$ cat src/rtl/mem_access_ctrl.sv
// Purpose : sequences one CPU load/store at a time into the 256x8 byte RAM (mv/moc handshake),
//           with bounds check, REQ timeout and sign/zero extension of load data.
// Latency : accept at edge k, moc sampled from k+1, done pulses the cycle after moc; bounds/misalign
//           errors pulse done right after the accept edge. Backpressure: ready=0 while busy; a req
//           seen while ready=0 is dropped, not queued. One request per 3 cycles at best.
//
// Ports:
//   clk, reset              clock and synchronous active-high reset
//   req/ready               request strobe / idle-and-accepting
//   we, size, ld_signed     store select, access size (byte/half/word/double), load sign-extend
//   addr, wdata             big-endian MSB-byte address, right-justified store data
//   rdata                   extended load result (held across stores and errors)
//   done, err, err_code     completion pulse, failure flag, 00 ok/01 bounds/10 misaligned/11 timeout
//   ram_*                   RAM side: address, din, dout, rw (1=read), mv strobe, type, moc
//
// Optional build macro: MISALIGN_TRAP_EN traps addresses not aligned to the access size
// (err_code 10) before any RAM access; without it misaligned accesses pass through.

module mem_access_ctrl #(
   parameter int ADDR_W      = 8,
   parameter int TIMEOUT_CYC = 16
) (
   input  logic              clk,
   input  logic              reset,
   input  logic              req,
   output logic              ready,
   input  logic              we,
   input  logic [1:0]        size,
   input  logic              ld_signed,
   input  logic [ADDR_W-1:0] addr,
   input  logic [63:0]       wdata,
   output logic [63:0]       rdata,
   output logic              done,
   output logic              err,
   output logic [1:0]        err_code,
   output logic [ADDR_W-1:0] ram_address,
   output logic [63:0]       ram_din,
   input  logic [63:0]       ram_dout,
   output logic              ram_rw,
   output logic              ram_mv,
   output logic [1:0]        ram_type,
   input  logic              ram_moc
);

   localparam int TW = $clog2(TIMEOUT_CYC);

   typedef enum logic [1:0] {IDLE, REQ, REL} state_t;

   state_t          state;
   logic [TW-1:0]   timer;
   logic            sgn_q;

   // span = bytes touched beyond addr; one extra carry bit flags running past the top of RAM
   logic [ADDR_W:0] span;
   logic [ADDR_W:0] end_addr;
   logic            bound_fail;

   always_comb begin
      span = '0;
      case (size)
         2'b00:   span = (ADDR_W+1)'(0);
         2'b01:   span = (ADDR_W+1)'(1);
         2'b10:   span = (ADDR_W+1)'(3);
         default: span = (ADDR_W+1)'(7);
      endcase
   end

   assign end_addr   = {1'b0, addr} + span;
   assign bound_fail = end_addr[ADDR_W];

`ifdef MISALIGN_TRAP_EN
   logic misalign;
   assign misalign = |(addr[2:0] & span[2:0]);
`endif

   function automatic logic [63:0] extend(input logic [63:0] d, input logic [1:0] sz,
                                          input logic sg);
      case (sz)
         2'b00:   extend = {{56{sg & d[7]}},  d[7:0]};
         2'b01:   extend = {{48{sg & d[15]}}, d[15:0]};
         2'b10:   extend = {{32{sg & d[31]}}, d[31:0]};
         default: extend = d;
      endcase
   endfunction

   // ram_type / ram_rw hold the accepted size and direction for the whole REQ phase,
   // so they double as the latched request fields.
   always_ff @(posedge clk) begin
      if (reset) begin
         state       <= IDLE;
         ready       <= 1'b1;
         ram_mv      <= 1'b0;
         ram_rw      <= 1'b1;
         done        <= 1'b0;
         err         <= 1'b0;
         err_code    <= 2'b00;
         rdata       <= '0;
         ram_address <= '0;
         ram_din     <= '0;
         ram_type    <= 2'b00;
         timer       <= '0;
         sgn_q       <= 1'b0;
      end else begin
         case (state)
            IDLE: begin
               if (req) begin
                  ready <= 1'b0;
                  if (bound_fail) begin
                     done     <= 1'b1;
                     err      <= 1'b1;
                     err_code <= 2'b01;
                     state    <= REL;
                  end
`ifdef MISALIGN_TRAP_EN
                  else if (misalign) begin
                     done     <= 1'b1;
                     err      <= 1'b1;
                     err_code <= 2'b10;
                     state    <= REL;
                  end
`endif
                  else begin
                     ram_address <= addr;
                     ram_type    <= size;
                     ram_din     <= wdata;
                     ram_rw      <= ~we;
                     ram_mv      <= 1'b1;
                     sgn_q       <= ld_signed;
                     timer       <= '0;
                     state       <= REQ;
                  end
               end
            end

            REQ: begin
               if (ram_moc) begin
                  ram_mv <= 1'b0;
                  if (ram_rw) begin
                     rdata <= extend(ram_dout, ram_type, sgn_q);
                  end
                  done     <= 1'b1;
                  err      <= 1'b0;
                  err_code <= 2'b00;
                  state    <= REL;
               end else if (timer == TW'(TIMEOUT_CYC-1)) begin
                  ram_mv   <= 1'b0;
                  done     <= 1'b1;
                  err      <= 1'b1;
                  err_code <= 2'b11;
                  state    <= REL;
               end else begin
                  timer <= timer + 1'b1;
               end
            end

            REL: begin
               // mv stays low here so the RAM always sees a fresh rising edge next time
               done  <= 1'b0;
               err   <= 1'b0;
               ready <= 1'b1;
               state <= IDLE;
            end

            default: state <= IDLE;
         endcase
      end
   end

endmodule

$ cat config.mk
export PLATFORM = sky130hd
export DESIGN_NAME = mem_access_ctrl
export DESIGN_NICKNAME = d
export VERILOG_FILES = /design/src/rtl/mem_access_ctrl.sv
export SDC_FILE = /design/constraint.sdc
export NUM_CORES = 1
export LEC_CHECK = 0
export CAP_MARGIN = 20
export CORE_ASPECT_RATIO = 1.1
export CORE_MARGIN = 2
export CORE_UTILIZATION = 26
export CTS_CLUSTER_SIZE = 10
export DETAILED_ROUTE_END_ITERATION = 7
export PLACE_DENSITY = 0.63
export SLEW_MARGIN = 20
export SYNTH_ARGS = -nofsm -noshare
export SYNTH_HDL_FRONTEND = slang
export SYNTH_SLANG_ARGS = --single-unit
$ cat constraint.sdc
create_clock -name clk -period 3.73 [get_ports clk]
set_input_delay 0.5595 -clock clk [delete_from_list [all_inputs] [get_ports clk]]
set_output_delay 0.5595 -clock clk [all_outputs]
set_load 0.05 [all_outputs]
==> metrics.csv, run 1 <==
stage,metric,value,unit
run_status,outcome,completed,
sta,tightestPinTransition,983.2,ps
final_layout,multi_input_area,2768,um2
logic_synthesis,synth-seq-cells,152,
cts,hold_buffers,0,
final_layout,fillCellCount,2383,
global_route,grt_overflow,0,
final_layout,layout.nets,1138,
drt,routed_wl,21450,um
sta,finalCritPeriodShare,73.32,%
logic_synthesis,avgSynthCellArea,8.498,um2
floorplanning,dieArea,25450,um2
logic_synthesis,seq_area_frac_synth,48.39,%
final_layout,synthToLayoutAreaGrowth,58.32,%
drt,drt_first_pass_iters,4,
floorplanning,die_y,167.1,um
logic_synthesis,synth_async_sr_flop_share,0,%
place,port_buffers,288,
logic_synthesis,synth_area,6289,um2
floorplanning,io-pin-count,289,
drt,vias,6380,
cts,root_buffer,clkbuf_16,
cts,cts_buffers,17,
power,power.density,503.8,nW/um2
cts,clockBufferDepth,2,
cts,cts_resized,0,
sta,finalHoldViolations,0,
power,ir_worst_vdd,295.2,uV
global_route,grt_antenna_before_repair,0,
drt,drtAntennaViolNets,0,
cts,post_cts_buffers,0,
floorplanning,fp.coreArea,23700,um2
sta,tns,0,ps
drt,drc_errors,0,
logic_synthesis,synth_edf_count,0,
final_layout,diodes,0,
worst_setup_path,critPathArrivalTime,3070,ps
final_layout,final_common_cell,clkdlybuf4s50_1,
logic_synthesis,synth-main-ff-cell,dfxtp_1,
final_layout,final_cells,1305,
worst_setup_path,path_class,input port to flop,
worst_setup_path,crit_path_max_fanout,23,
global_route,grt_usage,16.24,%
sta,slew_headroom,34.45,%
drt,viasPerCell,4.889,
logic_synthesis,syn_nets,890,
global_route,grt_max_degree,85,
floorplanning,row_count,59,
power,power,0.005016,W
sta,finClkSkew,9.523,ps
sta,slew_viol_final,0,
logic_synthesis,yosysUniqueCellTypes,55,
job,drv_cap,0,
drt,wl_per_cell,16.43,um
min_path,hp-class,flop to flop,
final_layout,seq_area,3043,um2
drt,drt_iter0_drc,406,
place,gp_congestion,0.7553,
sta,rsz0062_at_grt,no,
worst_setup_path,cp.required,4070,ps
final_layout,drive_gt1_share,6.400,%
floorplanning,initial_utilization,26.54,%
place,dp_hpwl,14390,um
sta,fmax,365.6,MHz
cts,worstSkewPairLatency,420,ps
logic_synthesis,synth_cells,740,
worst_setup_path,critPathLaunchType,input port,
logic_synthesis,yosysWarnings,0,
cts,tritoncts,built,
sta,finalSetupViolCount,0,
final_layout,layout_common_cells,"clkdlybuf4s50_1, dfxtp_1, a21oi_1, nand3_1, nor2_1",
power,leakage,3.477,nW
global_route,grt_pass1_vias,5942,
worst_setup_path,cp-end-kind,flop,
sta,period_needed,2735,ps
floorplanning,die_x,152.3,um
place,dp.cells,1274,
cts,cts.sinks,152,
cts,htree_levels,4,
global_route,grt_pass1_wl,33460,um
cts,cts.clk_slew.worst_paths,60,ps
[logic make-up (layout without fill, tap and decap cells)]
group,count (synthesis),after routing,share of synthesized area [%]
adders and majority gates,6,6,1.194
muxes,4,4,0.6765
and+or+nand+nor,210,210,15.24
buffers and inverters,84,344,7.819
DFF,152,152,48.39
AOI/OAI and AO/OA,284,284,26.68
[flip-flops by register name (all words and copies together), names as in the netlist]
register,count
ram_mv,1
timer,4
done,1
ready,1
err,1
rdata,64
err_code,2
ram_din,64
ram_type,2
ram_address,8
state,2
ram_rw,1
sgn_q,1
[power by group]
part           switching [W]  internal [W]  total (W)
clock               0.000711       0.00121    0.00192
sequential         0.0000676       0.00175    0.00182
combinational       0.000803      0.000478    0.00128
total                0.00158       0.00343    0.00502
[cell type report]
class | count | share of cell area (%)
repair buffers | 304 | 31.02
flip-flops and latches | 152 | 30.56
multi-input cells | 504 | 27.80
clock buffers | 20 | 4.487
well taps | 305 | 3.833
clock inverters | 11 | 1.961
inverters | 9 | 0.3393
[path summary, 6_finish.rpt]
check,from,endpoint,slack (ps),depth (start not counted)
worst max-delay path,size[1],ram_din[24],1000,9
worst min-delay path,rdata[2],rdata[2],450,2
worst max register to register,state[1],rdata[48],1440,6
worst min register to register,rdata[2],rdata[2],450,2
[critical path, stage by stage]
cell             delay [ps]
clkdlybuf4s50_1         510
and2_1                  190
ha_1                    360
o2111ai_4               230
a211oi_4                530
buf_12                  240
buf_12                  170
o21ai_0                 100
a21oi_1                 170
[per-layer routing]
| layer | part of all wire (%) | track usage (%) | vias up |
|---|---|---|---|
| met5 | 0 | 0 | - |
| met4 | 3.2 | 6.908 | 0 |
| met3 | 5.7 | 4.788 | 39 |
| li1 | - | - | 3130 |
| met2 | 47 | 25.34 | 187 |
| met1 | 44 | 20.94 | 3024 |
[synthesized netlist by cell type (4+ instances only)]
cell	n	area, um2
dfxtp_1	152	3043
a21oi_1	146	730.7
nand3_1	77	385.4
nor2_1	64	240.2
o21ai_0	46	230.2
clkbuf_1	38	142.6
a211oi_1	33	247.7
o21ai_1	33	165.2
nand2_1	27	101.4
nor3_1	27	135.1
buf_2	12	60.06
inv_1	8	30.03
buf_1	6	22.52
ha_1	6	75.07
buf_6	5	56.30
clkbuf_2	4	20.02
clkbuf_8	4	55.05
[through the flow]
stage	cell area [um2]	hold slack, ps	utilization, %	worst slack, ps
after floorplan	6289	461.2	-	1526
after global placement	9310	440.8	39.29	604.3
after detailed placement	9314	447.5	39.31	555.3
after CTS	9956	455.1	42.01	996.4
after global routing	9956	471.1	42.01	879.1
final	9956	454.2	42.01	995.1
Power figures use the tool's default switching activity.
==> inputs of run 2 (changes only) <==
PLACE_DENSITY = 0.65   (was 0.63)
clock period = 2.3 ns   (was 3.73 ns; I/O delays follow)
==> run 2 against run 1 <==
  * Sequential power is 62% higher
  * Register-to-register slack worse by 1000 ps
  * Combinational power is 65% higher
  * Global-route usage is 0.15 points lower
  * Worst setup slack worse by 850 ps
  * Count of clock-buffer cells in the layout is 3 higher
  * Critical path depth stayed put
  * Die area stayed put
  * Total power is 57% higher
==> metrics.csv, run 2 (synthesis gave the netlist of run 1 again) <==
stage,metric,value,unit,change
final_layout,layout.nets,1152,,+1.2%
worst_setup_path,path_class,input port to flop,,
power,leakage,3.512,nW,+1.0%
worst_setup_path,cp_cell_sequence,clkdlybuf4s50_1 > and2_1 > ha_1 > buf_4 > a21oi_4 > a211o_2 > buf_12 > nand3_1 > a21oi_1,,
sta,tightestPinTransition,637.6,ps,-345.6 ps
drt,drtAntennaViolNets,0,,unchanged
floorplanning,die_x,152.3,um,unchanged
cts,root_buffer,clkbuf_16,,
drt,drt_iter0_drc,416,,+2.5%
sta,slew_viol_final,0,,unchanged
power,power.density,786.4,nW/um2,+56%
cts,clockBufferDepth,2,,unchanged
cts,htree_levels,4,,unchanged
final_layout,diodes,0,,unchanged
sta,finalSetupViolCount,0,,unchanged
drt,drt_first_pass_iters,4,,unchanged
place,dpl_worst_slack,-270.3,ps,-825.6 ps
worst_setup_path,crit_path_max_fanout,38,,+65%
floorplanning,die_y,167.1,um,unchanged
global_route,grt_antenna_before_repair,0,,unchanged
final_layout,final_area,10010,um2,+0.55%
drt,vias,6435,,+0.86%
sta,slew_headroom,57.36,%,+23 points
place,place_area,9425,um2,+1.2%
final_layout,synthToLayoutAreaGrowth,59.19,%,
cts,tritoncts,built,,
cts,post_cts_buffers,0,,unchanged
place,gp_congestion,0.7762,,+2.8%
final_layout,drive_gt1_share,7.586,%,+1.2 points
sta,fmax,463.8,MHz,
sta,finalCritPeriodShare,93.75,%,
worst_setup_path,cp-end-kind,flop,,
worst_setup_path,critPathSlowestCell,clkdlybuf4s50_1,,
final_layout,reg_top3,"ram_din: 64 flops, rdata: 64 flops, ram_address: 8 flops",,
cts,hold_buffers,0,,unchanged
sta,rsz0062_at_grt,no,,
floorplanning,initial_utilization,26.54,%,unchanged
drt,viasPerCell,4.875,,-0.28%
place,dp.cells,1288,,+1.1%
worst_setup_path,cp_top_family,buffers and inverters,,
drt,drc_errors,0,,unchanged
worst_setup_path,critPathBufInv,3,,unchanged
floorplanning,row_count,59,,unchanged
sta,period_needed,2156,ps,
place,port_buffers,288,,unchanged
final_layout,fillCellCount,2325,,-2.4%
cts,cts.clk_slew.worst_paths,60,ps,about the same
run_status,outcome,completed,,
global_route,grt_pass1_vias,6132,,+3.2%
cts,cts_buffers,17,,unchanged
job,drv_cap,0,,unchanged
final_layout,finalCoreUtilization,42.25,%,+0.23 points
cts,cts.sinks,152,,unchanged
power,ir_worst_vdd,424.6,uV,+44%
cts,worstSkewPairLatency,410,ps,about the same
place,dp_hpwl,14520,um,+0.91%
worst_setup_path,cp.required,2640,ps,-1430 ps
cts,cts_resized,0,,unchanged
worst_setup_path,critPathArrivalTime,2490,ps,-580 ps
drt,wl_per_cell,16.31,um,-0.73%
floorplanning,io-pin-count,289,,unchanged
final_layout,layout_common_cells,"clkdlybuf4s50_1, dfxtp_1, a21oi_1, nand3_1, nor2_1",,
global_route,grt_overflow,0,,unchanged
sta,finalWorstSetupSlack,143.7,ps,-851.4 ps
global_route,grt_usage,16.09,%,-0.15 points
worst_setup_path,critPathLaunchType,input port,,
final_layout,final_cells,1320,,+1.1%
sta,finClkSkew,8.749,ps,-0.7741 ps
floorplanning,dieArea,25450,um2,unchanged
sta,finalHoldViolations,0,,unchanged
worst_setup_path,max_stage_delay,410,ps,-120 ps
global_route,grt_max_degree,61,,-28%
global_route,grt_pass1_wl,33640,um,+0.56%
drt,routed_wl,21540,um,+0.41%
floorplanning,fp.coreArea,23700,um2,unchanged
final_layout,final_common_cell,clkdlybuf4s50_1,,
min_path,hp-class,input port to flop,,
## run 2: layer usage
metal | up-vias | GRT usage [%] | wire length, um
met5 | - | 0 | 0
met4 | 0 | 6.176 | 538
met3 | 28 | 3.908 | 1084
met2 | 182 | 25.95 | 10190
met1 | 3061 | 20.84 | 9724
li1 | 3164 | - | -
## run 2: report_power, final
part / leakage (nW) / internal (W) / total [W] / switching (W)
clock: 0.271 / 0.00167 / 0.00282 / 0.00115
combinational: 2.00 / 0.000800 / 0.00211 / 0.00131
sequential: 1.24 / 0.00284 / 0.00294 / 0.000103
total: 3.51 / 0.00531 / 0.00787 / 0.00257
## run 2: worst paths after layout
path | startpoint | slack, ps | cells after the start | to
worst max-delay path | size[0] | 140 | 9 | ram_din[61]
worst min-delay path | reset | 430 | 2 | ram_din[63]
worst max register to register | state[0] | 420 | 6 | timer[3]
worst min register to register | rdata[2] | 460 | 2 | rdata[2]
## run 2: final cells by class
type | instances | area (um2) | share of cell area, %
repair buffers | 318 | 3203 | 32.00
flip-flops and latches | 152 | 3043 | 30.40
multi-input cells | 504 | 2765 | 27.62
clock buffers | 23 | 467.9 | 4.674
well taps | 305 | 381.6 | 3.812
clock inverters | 9 | 116.4 | 1.162
inverters | 9 | 33.78 | 0.3375
## run 2: worst reg2reg max path: cells and delay by family, from the launching register on
family | cells | cell delay (ps)
buffers and inverters | 2 | 280
DFF | 1 | 310
adders and majority gates | 1 | 360
AOI/OAI and AO/OA | 3 | 830
## run 2: per-stage QoR
step	TNS [ps]	total power, W	hold WS [ps]
after floorplan	0	0.004277	461.2
after global placement	-16700	0.005097	440.9
after detailed placement	-19980	0.005116	449.7
after CTS	0	0.007988	402.0
after global routing	0	0.008222	437.9
final	0	0.007873	433.2
==> inputs of run 3 (changes only) <==
--- a/config.mk
+++ b/config.mk
@@ -12,5 +12,5 @@
 export CTS_CLUSTER_SIZE = 10
 export DETAILED_ROUTE_END_ITERATION = 7
-export PLACE_DENSITY = 0.65
+export PLACE_DENSITY = 0.57
 export SLEW_MARGIN = 20
 export SYNTH_ARGS = -nofsm -noshare
==> constraint.sdc (replaced) <==
create_clock -name clk -period 2.3 [get_ports clk]
set_input_delay 0.46 -clock clk [delete_from_list [all_inputs] [get_ports clk]]
set_output_delay 0.46 -clock clk [all_outputs]
set_load 0.05 [all_outputs]
==> run 3 against run 2 <==
  * Hold slack improved by 19 ps
  * Sequential share of layout area down 0.45 points
  * Sequential power about the same
  * Largest cell class unchanged
==> metrics.csv, run 3 (synthesis gave the netlist of run 1 again) <==
stage,metric,value,unit,change
run_status,outcome,completed,,
worst_setup_path,path_class,input port to flop,,
sta,fmax,453.6,MHz,-2.2%
min_path,hold_depth,2,,unchanged
sta,slew_headroom,59.67,%,+2.3 points
drt,drt_first_pass_iters,5,,+1
global_route,grt_overflow,0,,unchanged
cts,cts.clk_slew.worst_paths,60,ps,about the same
place,dp_hpwl,15060,um,+3.7%
power,leakage,3.577,nW,+1.9%
place,gp_congestion,0.7714,,-0.62%
sta,finalCritPeriodShare,95.85,%,+2.1 points
worst_setup_path,cp.required,2600,ps,-40 ps
cts,cts.sinks,152,,unchanged
global_route,grt_usage,16.82,%,+0.73 points
sta,finClkSkew,14.90,ps,+6.154 ps
floorplanning,fp.coreArea,23700,um2,unchanged
cts,htree_levels,4,,unchanged
global_route,grt_pass1_vias,6116,,-0.26%
power,switching_share,32.98,%,+0.37 points
cts,worstSkewPairLatency,420,ps,about the same
cts,clockBufferDepth,2,,unchanged
drt,drtAntennaViolNets,0,,unchanged
final_layout,synthToLayoutAreaGrowth,61.56,%,
cts,root_buffer,clkbuf_16,,
global_route,grt_antenna_before_repair,1,,+1
final_layout,layout.nets,1158,,+0.52%
power,switchingPower,0.002603,W,+1.4%
drt,drt_iter0_drc,402,,-3.4%
floorplanning,io-pin-count,289,,unchanged
min_path,min_to,rdata[4],,
global_route,grt_max_degree,58,,-4.9%
power,p_seq_share,37.2,%,about the same
worst_setup_path,reg2reg_from,state[0],,
drt,vias,6405,,-0.47%
min_path,hp-class,flop to flop,,
global_route,grt_pass1_wl,34590,um,+2.8%
sta,finalHoldViolations,0,,unchanged
worst_setup_path,r2r_cells,6,,unchanged
sta,period_needed,2205,ps,+48.38 ps
floorplanning,die_x,152.3,um,unchanged
cts,hold_buffers,0,,unchanged
worst_setup_path,cp-end-kind,flop,,
floorplanning,row_count,59,,unchanged
power,clockPowerShare,35.7,%,about the same
min_path,min_from,rdata[4],,
sta,tightestPinTransition,603.1,ps,-34.48 ps
power,power.density,777.0,nW/um2,-1.2%
final_layout,finalCoreUtilization,42.87,%,+0.63 points
worst_setup_path,critPathLaunchType,input port,,
final_layout,reg_top3,"ram_din: 64 flops, rdata: 64 flops, ram_address: 8 flops",,
final_layout,drive_gt1_share,8.619,%,+1.0 points
floorplanning,dieArea,25450,um2,unchanged
final_layout,layout_common_cells,"clkdlybuf4s50_1, dfxtp_1, a21oi_1, nand3_1, nor2_1",,
floorplanning,initial_utilization,26.54,%,unchanged
drt,drc_errors,0,,unchanged
place,dp.cells,1292,,+0.31%
drt,routed_wl,22260,um,+3.4%
worst_setup_path,r2r_slack,410,ps,about the same
power,power,0.007894,W,+0.27%
sta,slew_viol_final,0,,unchanged
cts,tritoncts,built,,
final_layout,final_cells,1327,,+0.53%
floorplanning,die_y,167.1,um,unchanged
worst_setup_path,crit_path_max_fanout,8,,-79%
power,ir_worst_vdd,518.4,uV,+22%
drt,viasPerCell,4.827,,-0.99%
power,combinationalPowerShare,27.1,%,+0.3 points
cts,cts_buffers,17,,unchanged
final_layout,final_common_cell,clkdlybuf4s50_1,,
sta,finalSetupViolCount,0,,unchanged
place,port_buffers,288,,unchanged
worst_setup_path,worstReg2RegEnd,ram_mv,,
drt,wl_per_cell,16.77,um,+2.8%
job,drv_cap,0,,unchanged
power,p_int,0.005290,W,-0.28%
worst_setup_path,critPathArrivalTime,2500,ps,about the same
==> run 3: routing by layer <==
layer | wire length (um) | vias up | GRT usage [%]
met2 | 10790 | 208 | 27.22
met4 | 591 | 0 | 7.477
met5 | 0 | - | 0
met3 | 1159 | 30 | 4.167
met1 | 9721 | 2990 | 21.26
li1 | - | 3177 | -
==> run 3: worst max path at each step <==
| stage | startpoint | end | slack, ps | depth (start not counted) |
|---|---|---|---|---|
| floorplan | size[0] | done | 200 | 6 |
| global placement | size[0] | ram_din[31] | -350 | 8 |
| detailed placement | size[0] | ram_din[1] | -380 | 8 |
| CTS | ram_type[0] | ram_type[0] | 60 | 1 |
| global route | size[1] | ram_din[50] | -7 | 9 |
| finish | size[1] | err_code[1] | 100 | 9 |
==> run 3: power by group through the flow <==
stage          logic (W)  clock network [W]  registers (W)
6_report         0.00214            0.00282        0.00294
5_1_grt          0.00227            0.00303        0.00296
4_1_cts          0.00215            0.00291        0.00294
3_5_place_dp     0.00214                  0        0.00300
3_3_place_gp     0.00214                  0        0.00299
2_1_floorplan   0.000610                  0        0.00367
==> run 3: cell type report <==
type                            instances  area (um2)
Antenna cell                            1       2.502
Clock buffer                           19       442.9
Clock inverter                         13       141.4
Fill cell                            2350       13540
Inverter                                9       33.78
Multi-Input combinational cell        504        2779
Sequential cell                       152        3043
Tap cell                              305       381.6
Timing Repair Buffer                  324        3336
==> run 3: critical path, cell delays in order <==
cell and delay, ps:
clkdlybuf4s50_1 420, buf_4 160, ha_1 310, o2111ai_4 210, a211oi_4 400, buf_4 200, clkbuf_16 150, a31o_2 130
a21oi_1 50
==> run 3: through the flow <==
stage / TNS (ps) / hold WS [ps] / setup WS (ps) / cell area, um2
finish: 0 / 452.4 / 95.35 / 10160
CTS: 0 / 454.5 / 57.85 / 10100
global placement: -26070 / 439.9 / -345.0 / 9518
detailed placement: -27580 / 445.7 / -383.2 / 9518
floorplan: 0 / 461.2 / 195.5 / 6289
global route: -11.66 / 475.0 / -7.018 / 10160
==> run 3: timing repair <==
item | in CTS | in global routing
endpoints found under the setup margin | 0 | 56
buffers inserted | 0 | 1
resized for setup | 0 | 5
